<file path="config.mk">
export PLATFORM = sky130hd
export DESIGN_NAME = ram_single_param_flat
export DESIGN_NICKNAME = d
export VERILOG_FILES = /design/src/rtl/ram_single_param_if.sv /design/src/rtl/ram_single_param.sv /design/src/flat_wrapper.sv
export SDC_FILE = /design/constraint.sdc
export NUM_CORES = 2
export LEC_CHECK = 0
export ABC_AREA = 0
export CAP_MARGIN = 20
export CORE_AREA = 3 3 427 429
export DETAILED_ROUTE_END_ITERATION = 8
export DIE_AREA = 0 0 430 432
export PLACE_DENSITY_LB_ADDON = 0.2
export SETUP_SLACK_MARGIN = 0.5
export SLEW_MARGIN = 10
export SYNTH_ARGS = -nofsm -noshare
export SYNTH_HDL_FRONTEND = slang
export SYNTH_SLANG_ARGS = --single-unit
</file>
<file path="constraint.sdc">
create_clock -name clk -period 7.2 [get_ports clk]
set_input_delay 0.72 -clock clk [delete_from_list [all_inputs] [get_ports clk]]
set_output_delay 0.72 -clock clk [all_outputs]
set_load 0.1 [all_outputs]
</file>
<file path="src/rtl/ram_single_param_if.sv">
// ram_single_param_if: access bus of the single-port RAM
// master drives en/we/addr/di; slave returns data_o, valid_o (one-cycle pulse with new data)
// and ready_o (accesses accepted).
interface ram_single_param_if #(
    parameter int ADDRESS_WIDTH = 7,
    parameter int DATA_WIDTH    = 16
);
    logic                         en;
    logic [DATA_WIDTH/8-1:0]      we;
    logic [ADDRESS_WIDTH-1:0]     addr;
    logic signed [DATA_WIDTH-1:0] di;
    logic signed [DATA_WIDTH-1:0] data_o;
    logic                         valid_o;
    logic                         ready_o;
    modport master(output en, we, addr, di, input data_o, valid_o, ready_o);
    modport slave(input en, we, addr, di, output data_o, valid_o, ready_o);
endinterface

</file>
<file path="src/rtl/ram_single_param.sv">
// ram_single_param: single-port byte-writable RAM with zero-fill after reset and optional output register
// clk/rst: clock and async active-high reset; bus: en, we (per byte), addr, di in; data_o, valid_o, ready_o out.
module ram_single_param #(
    parameter int ADDRESS_WIDTH  = 7,
    parameter int DATA_WIDTH     = 16,
    parameter int DO_REG         = 0,
    parameter int WRITE_MODE     = 0,
    parameter int CLEAR_ON_RESET = 1
) (
    input logic               clk,
    input logic               rst,
    ram_single_param_if.slave bus
);
    localparam int DEPTH = 2 ** ADDRESS_WIDTH;
    localparam int NB    = DATA_WIDTH / 8;

    typedef enum logic {CLEAR, READY} state_t;

    state_t                   state;
    logic [ADDRESS_WIDTH-1:0] cnt;
    logic [DATA_WIDTH-1:0]    mem [DEPTH];
    logic [DATA_WIDTH-1:0]    rd_word, merged, nxt, q1, q2;
    logic                     v1, v2, acc, wr, clr, load;

    assign acc     = bus.en && state == READY;
    assign wr      = acc && |bus.we;
    assign clr     = state == CLEAR && CLEAR_ON_RESET != 0;
    assign rd_word = mem[bus.addr];

    always_comb begin
        merged = rd_word;
        for (int i = 0; i < NB; i++)
            if (bus.we[i]) merged[8*i +: 8] = bus.di[8*i +: 8];
    end

    // memory has no reset: contents are only ever changed by clear or user writes
    always_ff @(posedge clk)
        if (clr) mem[cnt] <= '0;
        else if (wr) mem[bus.addr] <= merged;

    // counter parks at depth-1 instead of wrapping; READY is entered on the edge that writes the last word
    always_ff @(posedge clk or posedge rst)
        if (rst) begin
            state <= CLEAR;
            cnt   <= '0;
        end else if (state == CLEAR) begin
            if (!clr || &cnt) state <= READY;
            else cnt <= cnt + 1'b1;
        end

    // NO_CHANGE writes neither load nor pulse; other modes return old or merged word
    assign load = acc && (!wr || WRITE_MODE != 0);
    assign nxt  = wr && WRITE_MODE == 2 ? merged : rd_word;

    always_ff @(posedge clk or posedge rst)
        if (rst) begin
            q1 <= '0;
            v1 <= 1'b0;
            q2 <= '0;
            v2 <= 1'b0;
        end else begin
            v1 <= load;
            if (load) q1 <= nxt;
            v2 <= v1;
            if (v1) q2 <= q1;
        end

    assign bus.data_o  = DO_REG != 0 ? q2 : q1;
    assign bus.valid_o = DO_REG != 0 ? v2 : v1;
    assign bus.ready_o = state == READY;
endmodule

</file>
<file path="src/flat_wrapper.sv">
// flat-port wrapper written by rule: the top's interface ports become plain ports
module ram_single_param_flat 
#(
    parameter int ADDRESS_WIDTH  = 7,
    parameter int DATA_WIDTH     = 16,
    parameter int DO_REG         = 0,
    parameter int WRITE_MODE     = 0,
    parameter int CLEAR_ON_RESET = 1
)
  (clk, rst, bus_en, bus_we, bus_addr, bus_di, bus_data_o, bus_valid_o, bus_ready_o);
  ram_single_param_if #(.ADDRESS_WIDTH(ADDRESS_WIDTH), .DATA_WIDTH(DATA_WIDTH)) bus_i ();
  input logic clk;
  input logic rst;
  input wire logic [$bits(bus_i.en)-1:0] bus_en;
  input wire logic [$bits(bus_i.we)-1:0] bus_we;
  input wire logic [$bits(bus_i.addr)-1:0] bus_addr;
  input wire logic [$bits(bus_i.di)-1:0] bus_di;
  output wire logic [$bits(bus_i.data_o)-1:0] bus_data_o;
  output wire logic [$bits(bus_i.valid_o)-1:0] bus_valid_o;
  output wire logic [$bits(bus_i.ready_o)-1:0] bus_ready_o;
  assign bus_i.en = bus_en;
  assign bus_i.we = bus_we;
  assign bus_i.addr = bus_addr;
  assign bus_i.di = bus_di;
  assign bus_data_o = bus_i.data_o;
  assign bus_valid_o = bus_i.valid_o;
  assign bus_ready_o = bus_i.ready_o;
  ram_single_param #(.ADDRESS_WIDTH(ADDRESS_WIDTH), .DATA_WIDTH(DATA_WIDTH), .DO_REG(DO_REG), .WRITE_MODE(WRITE_MODE), .CLEAR_ON_RESET(CLEAR_ON_RESET)) u_core (.clk(clk), .rst(rst), .bus(bus_i));
endmodule
</file>
Word level (Yosys, flattened, before mapping)
Memory sizes are Yosys's and may differ from the RTL's.
Cells that the tools add are included.
{"block": "word_totals", "reg_bits": 25, "mem_bits_rw": 2048, "in_bits": 28, "output_inout_bits": 18, "wordCells": 28, "n_memories": 1}
{"block": "classes", "add_sub_neg": 1, "muxes": 11, "bitwise_logic": 2, "reduce_logical": 9}
{"memory": "u_core.mem", "words": 128, "width": 16, "read_ports": 1, "rd_clocked_by_memory_dff": 0, "write_ports": 1, "line_no": "ram_single_param.sv:21", "rtl": "logic [DATA_WIDTH-1:0] mem [DEPTH];"}
{"operator": "16-bit two-way mux", "count": 1}
{"operator": "8-bit two-way mux", "count": 2}
{"operator": "16-bit OR reduction", "count": 1}
{"operator": "7-bit by 1-bit adder with 7-bit output, second input constant", "count": 1}
{"operator": "1-bit two-way mux", "count": 7}
{"operator": "7-bit two-way mux", "count": 1}
{"operator": "7-bit AND reduction", "count": 1}
{"operator": "1-bit logical AND", "count": 3}
{"operator": "1-bit inverter", "count": 2}
{"operator": "2-bit AND reduction", "count": 1}
{"operator": "2-bit OR reduction", "count": 1}
{"operator": "1-bit logical NOT", "count": 1}
{"operator": "1-bit logical OR", "count": 1}

Logic depth before layout (Yosys ltp)
{"block": "depth", "depth_word": 7, "ltp_mapped": 12, "mapped_depth_nobuf": 7}

Worst setup path before layout
No wires, ideal clock.
{"block": "synth_timing", "kind": "input-to-reg", "startpoint": "in bus_addr[0]", "endpoint": "mem u_core.mem[0][12] (data pin)", "setup_time_ns": 1.197, "arrival_time_ns": 7.382, "required_time_ns": 6.003, "path_slack_ns": -1.379, "path_stages": 12, "n_path_buf": 6, "path_cell_list": "buf_4 buf_6 buf_6 buf_6 buf_6 buf_6 mux2i_1 a22oi_1 a21oi_1 o41ai_1 a32oi_1 o21ai_0"}
{"block": "synth_via", "elab_chain_len": 3}
{"element": "start: declaration", "line_no": "flat_wrapper.sv:16", "rtl": "input wire logic [$bits(bus_i.addr)-1:0] bus_addr;"}
{"element": "memory 128 x 16 bit"}
{"element": "8-bit two-way mux", "line_no": "ram_single_param.sv:33", "rtl": "if (bus.we[i]) merged[8*i +: 8] = bus.di[8*i +: 8];"}
{"element": "16-bit two-way mux (no source line)"}
{"element": "end: declaration", "line_no": "ram_single_param.sv:21"}
Every way passes these cells.

Worst setup path in the final report
{"block": "layout_timing", "startpoint": "in bus_addr[0]", "endpoint": "mem u_core.mem[47][4] (data pin)"}
Same word-level chain as after synthesis.

==> metrics <==
status=finished, final reports clean; Net Sw Frac=about a fifth; Synth Warn #=0; GPL Wtd Cong=0.857; fraction of registers with async set/reset=1.21%; Die Ht=between 400 and 500 um; Num CTS Buffers=206; Pins Over Slew Limit=0; P_int=19.3 mW; Comb power frac=2.6%; Die ar.=186,000 sq um; Finished Cell Area=91,800 sq um; Gate Count Post-Synth=3,755; Fmax=roughly 200 MHz; Buf/Inv on CP=3; Util after Layout=between 50 and 60%; nets=4,062; Critical Path Sink Type=register; most used cell, CP=buf_4; global-route wire length before repair=301,000 um; fraction of layout cells with a size suffix above 1=between 20% and 30%; measured slew at the worst slew-check pin=1.09 ns; DP Cell Count=around 6,000; EDFF count, synth=2,048; GRT overflow=0; CTS sink cnt=around 2,100; Root Buffer Master=clkbuf_16; Slew headroom=between 20% and 30%; Mapped Area=80,400 sq um; top cell type's share of synthesized area=76.5%; ys flop type=edfxtp_1; initial antenna violation count=6; Crit Path Class=input port to register; largest cells by area after synthesis=edfxtp_1 76%, mux4_2 12%, mux2i_1 3.6%; synth unique cells=59; Top delay family on crit path=compound AO/OA/AOI/OAI gates; DR vias/cell=6.07; CP Max Fanout=80; Hold Fails Final Rpt=0; PostCTS Resize Cnt=0; initial drt markers=about 4,600; DRT Pass-1 Iters=6; vias in the first global route=39,800; Area growth syn-to-layout=14.2%; worst vdd ir=0.208 mV; WL/cell=32.2 um; largest net degree at the start of global routing=approximately 130; Yosys top cell by area=edfxtp_1; Hold Crit Class=input port to asynchronous set/reset pin; Req. time, crit path=about 7.6 ns; area post-placement=85,000 sq um; Vias=39,800; H-tree depth=4; Worst setup SP type=input port; setup violators final=0; worst slack, placed=1.46 ns; Flop pwr share=53.8%; power density over the cells=between 200 and 300 nW/um^2; Crit path largest cell delay=about 0.87 ns; Synth Register Bits=2,073; hold buffers post-CTS=0; Mean Syn Cell Area=around 21 sq um; RSZ-0062 raised after global routing=false; Initial Utilization=45.0%; static leakage=24.2 nW; # Post-CTS Setup Buffers=0; Routed Wire Length=211,000 um; TritonCTS clock tree=built; Clk pwr share=43.5%; crit path DAT=5.30 ns; P_sw=4.94 mW; Final Non-Filler Cells=roughly 6,600; Max Root-Sink Buffers=3; Final HPWL DP=127,000 um; Max-Cap Viols=0; Routed Antenna Nets=0; row count=155; syn nets=3,784; Period Utilization, post-route=68.8%; Tot GR Track Use=22.8%; setup TNS=0 ns; DRC=0; num ports=46; core area=179,000 sq um; sequential area share after synthesis=between 70% and 80%; die span in x=430 um; Worst-path clk slew=0.06 ns; worst skew pair latency=between 0.8 and 0.9 ns; final setup margin=between 2 and 2.5 ns; Final min period=4.95 ns; crit-path cells=buf_8 -> buf_4 -> mux4_2 -> mux2_2 -> a222oi_1 -> a211oi_1 -> a32oi_1 -> a21oi_4 -> buf_4; clock skew=0.0494 ns; # port buffers=between 40 and 50; slowest CP cell=a222oi_1
[power groups by stage]
stage	sequential (mW)	clock, mW	combinational, mW
6_report	13.1	10.5	0.637
3_5_place_dp	13.3	0	0.642
2_1_floorplan	13.3	0	0.406
3_3_place_gp	13.3	0	0.641
5_1_grt	13.0	11.2	0.664
4_1_cts	13.1	10.7	0.644
[cell type report]
class                           count  area (sq um)
Fill cell                       13900         86800
Sequential cell                  2073         62100
Multi-Input combinational cell   1458         17400
Clock buffer                      259          5480
Tap cell                         2355          2950
Timing Repair Buffer              284          2640
Clock inverter                    114          1170
Inverter                           10          42.5
Antenna cell                        3          7.51
[final timing paths]
| path | start | depth (start not counted) | slack [ns] | endpoint |
|---|---|---|---|---|
| min | rst | 3 | 0.29 | u_core.bus.valid_o |
| max | bus_addr[0] | 9 | 2.25 | u_core.mem[47][4] |
| min reg2reg | u_core.bus.data_o[5] | 2 | 0.49 | u_core.bus.data_o[5] |
| max reg2reg | u_core.bus.ready_o | 6 | 2.95 | u_core.mem[6][2] |
| min in group clk | u_core.bus.data_o[5] | 2 | 0.49 | u_core.bus.data_o[5] |
| max in group asynchronous | rst | 3 | 6.58 | u_core.bus.data_o[14] |
[registers in the layout (all words and copies together), names as in the netlist]
signal,flops
u_core.bus.valid_o,1
u_core.mem,2048
u_core.bus.ready_o,1
u_core.cnt,7
u_core.bus.data_o,16
[cells in the final DEF (no fill, tap or decap), types with 7 or more instances in the layout]
master              n
edfxtp_1         2048
mux4_2            433
mux2i_1           288
clkbuf_16         207
buf_4             205
nor2_1            106
a22oi_1            87
nand2_1            77
nor2_2             55
o21ai_0            54
clkinv_1           49
a21oi_1            44
clkbuf_1           42
clkdlybuf4s50_1    40
clkinv_2           33
a221oi_1           30
nand3_1            27
dfrtp_1            25
mux2_2             21
bufinv_16          18
buf_12             17
buf_8              15
o22ai_1            14
a22o_1             13
a211oi_1           13
a31oi_1            13
o221ai_1           12
and3_1             11
a32o_1             11
a32oi_1            10
a21oi_4            10
clkbuf_8           10
nand2b_1            9
or3_1               9
and2_1              8
a21o_1              8
or2_2               7
[synth_stat cells (all sizes together) (4+ instances only)]
library cell / instances
xnor2: 4
and2: 10
edfxtp: 2048
nand2b: 9
nor3: 6
a21oi: 54
a32o: 11
a221oi: 30
a211oi: 13
a32oi: 10
inv: 7
o41ai: 6
dfrtp: 25
mux4: 433
mux2i: 288
o21ai: 62
a222oi: 4
nand3b: 5
buf: 132
nor2: 166
a22oi: 87
nand2: 77
a31oi: 14
o31ai: 4
and3: 11
or2: 7
a211o: 6
clkbuf: 82
a22o: 13
nor2b: 8
or3: 9
mux2: 21
o22ai: 14
o221ai: 12
a21o: 8
nand3: 27
[worst register-to-register path, stage by stage, from the launching register on]
cell	delay, ns
dfrtp_1	0.77
o211ai_1	0.18
buf_4	0.27
o21ai_0	0.91
nand2_1	0.61
nor2_2	0.97
buf_4	0.27
[layer usage]
layer | up-vias | global-route usage, % | part of all wire [%]
met3 | 340 | 4.19 | 7.5
met1 | 21500 | 32.3 | 41
met4 | 2 | 8.02 | 3.6
met2 | 1650 | 35.8 | 48
met5 | - | 0 | 0.0062
li1 | 16300 | - | -
[cell families (layout without fill, tap and decap cells)]
group,count (synthesis),after routing,synth area share (%)
other,0,3,0
buffers and inverters,224,667,1.55
and+or+nand+nor,344,344,1.89
xor gates and xnor gates,5,5,0.0545
DFF,2073,2073,77.3
AOI/OAI and AO/OA,366,366,3.21
adders and majority gates,1,1,0.0156
muxes,742,742,16.0
[stage by stage]
step | hold WS, ns | power [mW]
2_1_floorplan | 0.493 | 13.7
3_3_place_gp | 0.476 | 13.9
5_1_grt | 0.295 | 24.9
4_1_cts | 0.224 | 24.4
3_5_place_dp | 0.480 | 13.9
6_report | 0.288 | 24.2
(Power assumes the default switching activity.)
